`src/rtl/ps2_key_sequencer.sv`:
```
// ps2_key_sequencer: syncs PS/2 done, parses E0/F0 scancode streams, queues key events.
// Optional typematic repeat filter enabled by defining KEY_REPEAT_FILTER_EN.
module ps2_key_sequencer #(
   parameter int FIFO_DEPTH = 8,
   parameter int ADDR_W     = 3
) (
   input  logic              CLK,
   input  logic              rst,
   input  logic [7:0]        char,
   input  logic              done,
   input  logic              ev_ready,
   output logic              ev_valid,
   output logic [7:0]        ev_code,
   output logic              ev_ext,
   output logic              ev_release,
   output logic [ADDR_W:0]   ev_count,
   output logic              overflow,
   input  logic              clr_ovf
);

   typedef enum logic [2:0] {
      IDLE, EXT, BRK, EXT_BRK, PUSH
   } state_t;

   localparam logic [ADDR_W:0] FULL_CNT = (ADDR_W+1)'(FIFO_DEPTH);

   logic            sync1, sync2, sync3;
   logic            strobe;
   logic [7:0]      byte_reg;
   state_t          state;
   logic [7:0]      p_code;
   logic            p_ext, p_rel;
   logic            is_pfx, is_status;
   logic            filt_drop;

   logic [9:0]        mem [FIFO_DEPTH];
   logic [ADDR_W-1:0] wr_ptr, rd_ptr;
   logic              push_req, pop, full, wr_en, drop;
   logic [9:0]        head;

   // strobe is registered alongside byte_reg so both line up for the parser
   always_ff @(posedge CLK) begin
      if (!rst) begin
         sync1    <= 1'b0;
         sync2    <= 1'b0;
         sync3    <= 1'b0;
         strobe   <= 1'b0;
         byte_reg <= 8'h00;
      end else begin
         sync1  <= done;
         sync2  <= sync1;
         sync3  <= sync2;
         strobe <= sync2 & ~sync3;
         if (sync2 & ~sync3)
            byte_reg <= char;
      end
   end

   assign is_pfx    = (byte_reg == 8'hE0) || (byte_reg == 8'hF0);
   assign is_status = byte_reg inside {8'h00, 8'hAA, 8'hFA, 8'hFE, 8'hFF};

   always_ff @(posedge CLK) begin
      if (!rst) begin
         state  <= IDLE;
         p_code <= 8'h00;
         p_ext  <= 1'b0;
         p_rel  <= 1'b0;
      end else begin
         unique case (state)
            IDLE: if (strobe) begin
               if (byte_reg == 8'hE0)
                  state <= EXT;
               else if (byte_reg == 8'hF0)
                  state <= BRK;
               else if (!is_status) begin
                  state  <= PUSH;
                  p_code <= byte_reg;
                  p_ext  <= 1'b0;
                  p_rel  <= 1'b0;
               end
            end
            EXT: if (strobe) begin
               if (byte_reg == 8'hF0)
                  state <= EXT_BRK;
               else if (byte_reg != 8'hE0) begin
                  state  <= PUSH;
                  p_code <= byte_reg;
                  p_ext  <= 1'b1;
                  p_rel  <= 1'b0;
               end
            end
            BRK: if (strobe) begin
               if (is_pfx)
                  state <= IDLE;
               else begin
                  state  <= PUSH;
                  p_code <= byte_reg;
                  p_ext  <= 1'b0;
                  p_rel  <= 1'b1;
               end
            end
            EXT_BRK: if (strobe) begin
               if (is_pfx)
                  state <= IDLE;
               else begin
                  state  <= PUSH;
                  p_code <= byte_reg;
                  p_ext  <= 1'b1;
                  p_rel  <= 1'b1;
               end
            end
            PUSH:    state <= IDLE;
            default: state <= IDLE;
         endcase
      end
   end

`ifdef KEY_REPEAT_FILTER_EN
   logic       held_vld;
   logic [7:0] held_code;
   logic       held_ext;
   logic       held_match;

   assign held_match = held_vld && (held_code == p_code) &&
                       (held_ext == p_ext);
   assign filt_drop  = !p_rel && held_match;

   always_ff @(posedge CLK) begin
      if (!rst) begin
         held_vld  <= 1'b0;
         held_code <= 8'h00;
         held_ext  <= 1'b0;
      end else if (state == PUSH) begin
         if (!p_rel && !held_match) begin
            held_vld  <= 1'b1;
            held_code <= p_code;
            held_ext  <= p_ext;
         end else if (p_rel && held_match) begin
            held_vld <= 1'b0;
         end
      end
   end
`else
   assign filt_drop = 1'b0;
`endif

   assign push_req = (state == PUSH) && !filt_drop;
   assign ev_valid = (ev_count != '0);
   assign pop      = ev_valid & ev_ready;
   assign full     = (ev_count == FULL_CNT);
   assign wr_en    = push_req && (!full || pop);
   assign drop     = push_req && full && !pop;

   always_ff @(posedge CLK) begin
      if (wr_en)
         mem[wr_ptr] <= {p_code, p_ext, p_rel};
   end

   always_ff @(posedge CLK) begin
      if (!rst) begin
         wr_ptr   <= '0;
         rd_ptr   <= '0;
         ev_count <= '0;
         overflow <= 1'b0;
      end else begin
         if (wr_en)
            wr_ptr <= wr_ptr + ADDR_W'(1);
         if (pop)
            rd_ptr <= rd_ptr + ADDR_W'(1);
         if (wr_en && !pop)
            ev_count <= ev_count + (ADDR_W+1)'(1);
         else if (!wr_en && pop)
            ev_count <= ev_count - (ADDR_W+1)'(1);
         if (drop)
            overflow <= 1'b1;
         else if (clr_ovf)
            overflow <= 1'b0;
      end
   end

   // memory is not reset, so the head is masked while the queue is empty
   assign head       = mem[rd_ptr];
   assign ev_code    = ev_valid ? head[9:2] : 8'h00;
   assign ev_ext     = ev_valid ? head[1]   : 1'b0;
   assign ev_release = ev_valid ? head[0]   : 1'b0;

endmodule

```
`config.mk`:
```
export PLATFORM = sky130hd
export DESIGN_NAME = ps2_key_sequencer
export DESIGN_NICKNAME = d
export VERILOG_FILES = /design/src/rtl/ps2_key_sequencer.sv
export SDC_FILE = /design/constraint.sdc
export NUM_CORES = 1
export LEC_CHECK = 0
export ABC_AREA = 1
export ABC_CLOCK_PERIOD_IN_PS = 3300
export CORE_MARGIN = 2
export CORE_UTILIZATION = 40
export DETAILED_ROUTE_END_ITERATION = 7
export GPL_TIMING_DRIVEN = 0
export SLEW_MARGIN = 25
export SYNTH_ARGS = -nofsm -noshare
export SYNTH_HDL_FRONTEND = slang
export SYNTH_SLANG_ARGS = --single-unit
```
`constraint.sdc`:
```
create_clock -name CLK -period 3.3 [get_ports CLK]
set_input_delay 0.66 -clock CLK [delete_from_list [all_inputs] [get_ports CLK]]
set_output_delay 0.66 -clock CLK [all_outputs]
set_load 0.02 [all_outputs]
```
==> summary.md, run 1 <==
| Metric | Value |
|---|---|
| Final setup violation count | 0 |
| Largest net degree at the start of global routing | 17 |
| Sequential share of the synthesized area | 64.4% |
| Synth Flop Type | edfxtp_1 |
| Initial antenna violation count | 0 |
| Die area | 13,300 um^2 |
| WP data arrival | 2.46 ns |
| Yosys warns | 0 |
| Post-Route Utilization | 49.7% |
| Total Routing Usage GR | 17.6% |
| Final max-slew violation count | 0 |
| Clock-pin slew on the worst setup and hold paths | 0.05 ns |
| R2R depth | 13 |
| Drt pass-1 iters | 6 |
| Worst Path Max Fanout | 10 |
| N_diodes | 0 |
| First-pass GRT wire length | 17.4 mm |
| Gr ovfl total | 0 |
| Hold path cells | 1 |
| CTS Buffer Depth | 2 |
| Syn Area/Cell | 10.1 um^2 |
| Post-synth top area share | 48.6% |
| Core ar. | 12,100 um^2 |
| Cell area after synthesis | 4940 um^2 |
| Area leader, netlist | edfxtp_1 |
| Vias in the first global route | 3,377 |
| Crit path kind | flip-flop to primary output |
| # DRC | 0 |
| Die H | 115 um |
| Routed wl met3 | 485 um |
| I/O pin cnt | 29 |
| Max cap viols | 0 |
| Max reg flops | 80 |
| Sink Count | 119 |
| Top post-synthesis cells by count | nor2_1, edfxtp_1, o21ai_0 |
| Outcome | complete, no violations |
| Initial DRC Count | 263 |
| Worst VDD drop | 0.000384 V |
| Min-delay src | sync3 |
| Routed vias | 3,539 |
| Die span in x | 115 um |
| Crit path required time | 2.64 ns |
| Via/cell ratio | 4.94 |
| Final Hold Viols | 0 |
| Placed Area | 5440 um^2 |
| I/O Buffers | 28 |
| Peak Freq | 0.321 GHz |
| Slew @ Worst Pin | 1.03 ns |
| Final worst-path setup slack | 0.181 ns |
| Worst Skew | 0.0221 ns |
| Pleak | 2.21 nW |
| TritonCTS clock tree | built |
| Final critical-path share of the clock period | 94.5% |
| Initial core utilization | 41.0% |
| Routed Wire Length | 10.7 mm |
| M1 WL | 4.84 mm |
| Synth area leaders | edfxtp_1, dfxtp_1, nor2_1, o21ai_0, nand2_1 |
| Multi-input gate area | 1530 um^2 |
| Relative slew slack | 31.0% |
| Dpl hpwl | 7.16 mm |
| R2r startpoint | ev_count[0] |
| Final nets | 555 |
| WL met2 | 5.32 mm |
| RSZ-0062 raised after global routing | no |
| Setup Fix Bufs, Post-CTS | 0 |
| Async SR Flop Fraction | 0% |
| Detail Route Antenna Nets | 0 |
| Top layer in use | met4 |
| Post-synth cell types | 27 |
| End of the worst hold path | strobe |
| Most frequent cell after synthesis | nor2_1 |
| Power Total | 4.88 mW |
| EDFF count, synth | 80 |
| Post-place setup slack | 0.271 ns |
| Total number of H-tree levels | 4 |
| Worst min path class | flip-flop to flip-flop |
| Root Buffer | clkbuf_16 |
| Startpoint Class | flip-flop |
| Syn_nets | 508 |
| Synthesized flop and latch total | 119 |
| Setup TNS | 0 ns |
| Layout cells sized above 1 | 12.2% |
| Gpl congestion | 0.808 |
| DR WL/cell | 15.0 um |
| Total CTS buffers | 17 |
| Reg-to-reg endpoint | ev_count[3] |
| Min cycle time layout | 3.12 ns |
| Worst Setup End Kind | primary output |
| Mapped Cells | 489 |
| Cell Pwr Density | 814 nW/um^2 |
| Register area | 3180 um^2 |
| Fillers | 1,086 |
| # rows | 40 |
| Design Area, Final | 5990 um^2 |
| Area Overhead vs Synth | 21.2% |
| Clock Latency Late Sink | 0.42 ns |
| R2R Setup Slk | 0.91 ns |
-- critical path, stage by stage (launching register included) --
cell and delay (ns):
dfxtp_1 0.42, clkbuf_2 0.27, o21ai_0 0.12, o22ai_1 0.20, o21ai_0 0.12, a31oi_1 0.24, clkdlybuf4s50_1 0.66
-- per-layer routing --
layer,vias up,GRT usage [%]
li1,1784,-
met5,-,0
met1,1673,22.5
met4,0,6.27
met3,5,4.74
met2,77,29.0
-- how the worst max path moves through the flow --
stage                            from           to  slack (ns)
after CTS                   flip-flop       ev_ext        0.03
after detailed placement     ev_ready  ev_count[3]        0.27
final                       flip-flop   ev_release        0.18
after global placement       ev_ready  ev_count[3]        0.37
after floorplan              ev_ready  ev_count[3]        0.99
after global routing      ev_count[1]   ev_code[0]        0.03
-- kinds of logic (layout without fill, tap and decap cells) --
| kind of cell | after synthesis | in the layout | share of synthesized area [%] |
|---|---|---|---|
| and+or+nand+nor | 190 | 190 | 16.8 |
| DFF | 119 | 119 | 64.4 |
| AOI/OAI and AO/OA | 112 | 112 | 11.9 |
| buffers and inverters | 60 | 120 | 4.91 |
| adders and majority gates | 6 | 6 | 1.67 |
| xor gates and xnor gates | 2 | 2 | 0.354 |
-- where the power goes --
part           leakage [nW]  internal (mW)  total [mW]  switching, mW
registers              1.07           1.69        1.79          0.102
clock network         0.254           1.02        1.66          0.637
logic                 0.887          0.544        1.42          0.877
-- cell usage in the layout (no fill, tap or decap), drive strengths merged --
| cell | n |
|---|---|
| a21oi | 23 |
| a31oi | 10 |
| buf | 4 |
| bufinv | 1 |
| clkbuf | 36 |
| clkdlybuf4s50 | 28 |
| clkinv | 8 |
| clkinvlp | 4 |
| dfxtp | 39 |
| edfxtp | 80 |
| fa | 1 |
| ha | 5 |
| inv | 39 |
| nand2 | 58 |
| nand3 | 10 |
| nand4 | 12 |
| nor2 | 108 |
| nor3 | 2 |
| o21ai | 69 |
| o22ai | 10 |
| xor2 | 2 |
-- through the flow --
stage	cells	hold slack, ns
detailed placement	685	0.407
floorplan	489	0.390
global placement	685	0.403
CTS	717	0.416
finish	717	0.414
global route	717	0.425
-- layout make-up --
cell class	instances	share of cell area (%)
Buffer	21	1.75
Sequential cell	119	53.1
Timing Repair Buffer	28	4.68
Clock buffer	19	7.22
Multi-Input combinational cell	310	25.5
Tap cell	168	3.51
Inverter	39	2.44
Clock inverter	13	1.82
-- repair_timing --
action,4_1_cts,5_1_grt
gates resized for setup,0,14
setup endpoints to repair,0,10
hold buffers,0,0
No activity file was read; power rests on OpenSTA's default activity.
==> run 2, diff against run 1 <==
--- a/config.mk
+++ b/config.mk
@@ -9,6 +9,7 @@
 export ABC_CLOCK_PERIOD_IN_PS = 3300
 export CORE_MARGIN = 2
 export CORE_UTILIZATION = 40
+export CTS_CLUSTER_SIZE = 30
 export DETAILED_ROUTE_END_ITERATION = 7
 export GPL_TIMING_DRIVEN = 0
 export SLEW_MARGIN = 25
==> results of run 2 <==
Final layout, timing and power as in run 1 (identical DEF).
==> run 3, diff against run 2 <==
--- a/config.mk
+++ b/config.mk
@@ -12,6 +12,7 @@
 export CTS_CLUSTER_SIZE = 30
 export DETAILED_ROUTE_END_ITERATION = 7
 export GPL_TIMING_DRIVEN = 0
+export RECOVER_POWER = 25
 export SLEW_MARGIN = 25
 export SYNTH_ARGS = -nofsm -noshare
 export SYNTH_HDL_FRONTEND = slang
==> constraint.sdc (replaced) <==
create_clock -name CLK -period 3.3 [get_ports CLK]
set_input_delay 0.33 -clock CLK [delete_from_list [all_inputs] [get_ports CLK]]
set_output_delay 0.33 -clock CLK [all_outputs]
set_load 0.02 [all_outputs]
==> summary.md, run 3 (synthesized netlist as in run 1, its figures left out) <==
| Metric | Value |
|---|---|
| Core ar. | 12,100 um^2 |
| CP Cell Sequence | clkbuf_1 > nor2_1 > o22ai_1 > o21ai_0 > a31oi_1 > clkdlybuf4s50_1 |
| RSZ-0062 raised after global routing | no |
| Area Overhead vs Synth | 21.0% |
| I/O Buffers | 28 |
| Relative slew slack | 32.9% |
| Fin cells | 717 |
| M1 GR Usage | 22.5% |
| Layout cells sized above 1 | 10.9% |
| Reg power frac | 36.8% |
| I/O pin cnt | 29 |
| Worst path slowest cell | clkdlybuf4s50_1 |
| Placed Cells incl. Taps | 685 |
| Final critical-path share of the clock period | 90.7% |
| Slew @ Worst Pin | 1.00 ns |
| Total CTS buffers | 17 |
| Switch Pwr | 1.62 mW |
| DR WL/cell | 15.0 um |
| # hold bufs at CTS | 0 |
| Grt met3 use | 4.74% |
| Initial DRC Count | 248 |
| Clock Latency Late Sink | 0.41 ns |
| Worst VDD drop | 0.000386 V |
| Max cap viols | 0 |
| First-pass GRT wire length | 17.4 mm |
| Crit path kind | flip-flop to primary output |
| Final max-slew violation count | 0 |
| Clock network power share | 34.2% |
| Critical path's largest stage delay | 0.66 ns |
| Final worst-path setup slack | 0.308 ns |
| Sink Count | 119 |
| Initial core utilization | 41.0% |
| CP delay by family, top | buffers and inverters |
| Die area | 13,300 um^2 |
| Resized cells post-CTS | 0 |
| Global route hottest layer | met2 |
| Pleak | 2.19 nW |
| Crit path required time | 2.97 ns |
| Dpl hpwl | 7.16 mm |
| Worst min path class | flip-flop to flip-flop |
| Max reg flops | 80 |
| Min cycle time layout | 2.99 ns |
| N_diodes | 0 |
| WP data arrival | 2.66 ns |
| Largest net degree at the start of global routing | 17 |
| TritonCTS clock tree | built |
| Gpl congestion | 0.808 |
| Total Routing Usage GR | 17.6% |
| Gr ovfl total | 0 |
| Final setup violation count | 0 |
| Drt pass-1 iters | 5 |
| # DRC | 0 |
| Setup TNS | 0 ns |
| Post-place setup slack | 0.601 ns |
| Final Hold Viols | 0 |
| Cell Pwr Density | 814 nW/um^2 |
| Commonest non-fill, non-tap cell in the layout | nor2_1 |
| Initial antenna violation count | 0 |
| Critical path buffers and inverters | 2 |
| Routed Wire Length | 10.8 mm |
| # rows | 40 |
| Worst Path Max Fanout | 10 |
| Total number of H-tree levels | 4 |
| Met2 usage | 29.0% |
| Via/cell ratio | 4.92 |
| Final nets | 555 |
| Die span in x | 115 um |
| Clock-pin slew on the worst setup and hold paths | 0.05 ns |
| Worst Skew | 0.00940 ns |
| Setup Fix Bufs, Post-CTS | 0 |
| Logic pwr share | 29.0% |
| Root Buffer | clkbuf_16 |
| Peak Freq | 0.334 GHz |
| Startpoint Class | flip-flop |
| Worst Setup End Kind | primary output |
| Routed vias | 3,531 |
| Int Power | 3.25 mW |
| Fillers | 1,088 |
| Outcome | complete, no violations |
| Detail Route Antenna Nets | 0 |
| Sw Share | 33.3% |
| CTS Buffer Depth | 2 |
| Power Total | 4.87 mW |
| Die H | 115 um |
| Vias in the first global route | 3,377 |
| Most frequent cells in the layout | nor2_1, edfxtp_1, o21ai_0 |
run 3: cell counts in the layout (fill, tap and decap cells not counted):
Identical to the previous run, type by type.
run 3: per-stage QoR:
| step | util, % | area, um^2 | hold slack, ns |
|---|---|---|---|
| after floorplan | - | 4940 | 0.390 |
| after global placement | 45.1 | 5440 | 0.403 |
| final | 49.6 | 5980 | 0.414 |
| after CTS | 49.6 | 5980 | 0.416 |
| after detailed placement | 45.1 | 5440 | 0.407 |
| after global routing | 49.6 | 5980 | 0.425 |
run 3: final timing paths:
path	start	endpoint	slack (ns)	cells past startpoint
setup / recovery	flip-flop	ev_release	0.31	6
hold reg to reg	sync3	strobe	0.41	1
setup reg to reg	ev_count[0]	ev_count[3]	0.91	13
hold / removal	sync3	strobe	0.41	1
run 3: cell type report:
| cell class | count | area, um^2 | share of cell area (%) |
|---|---|---|---|
| multi-input combinational | 310 | 1530 | 25.5 |
| inverter | 39 | 146 | 2.45 |
| clock buffer | 19 | 433 | 7.23 |
| sequential | 119 | 3180 | 53.2 |
| timing repair buffer | 28 | 280 | 4.68 |
| tap | 168 | 210 | 3.51 |
| buffer | 21 | 96.3 | 1.61 |
| clock inverter | 13 | 109 | 1.82 |
run 3: layer usage:
metal | part of all wire (%) | up-vias
li1 | - | 1784
met1 | 47 | 1664
met2 | 48 | 75
met3 | 3.9 | 8
met4 | 1.1 | 0
met5 | 0 | -
run 3: power by group through the flow:
stage                     clock network [mW]  registers (mW)  logic, mW
after floorplan                            0            1.81      0.854
after global placement                     0            1.82       1.39
after detailed placement                   0            1.82       1.41
after CTS                               1.69            1.79       1.42
after global routing                    1.76            1.81       1.57
final                                   1.67            1.79       1.41
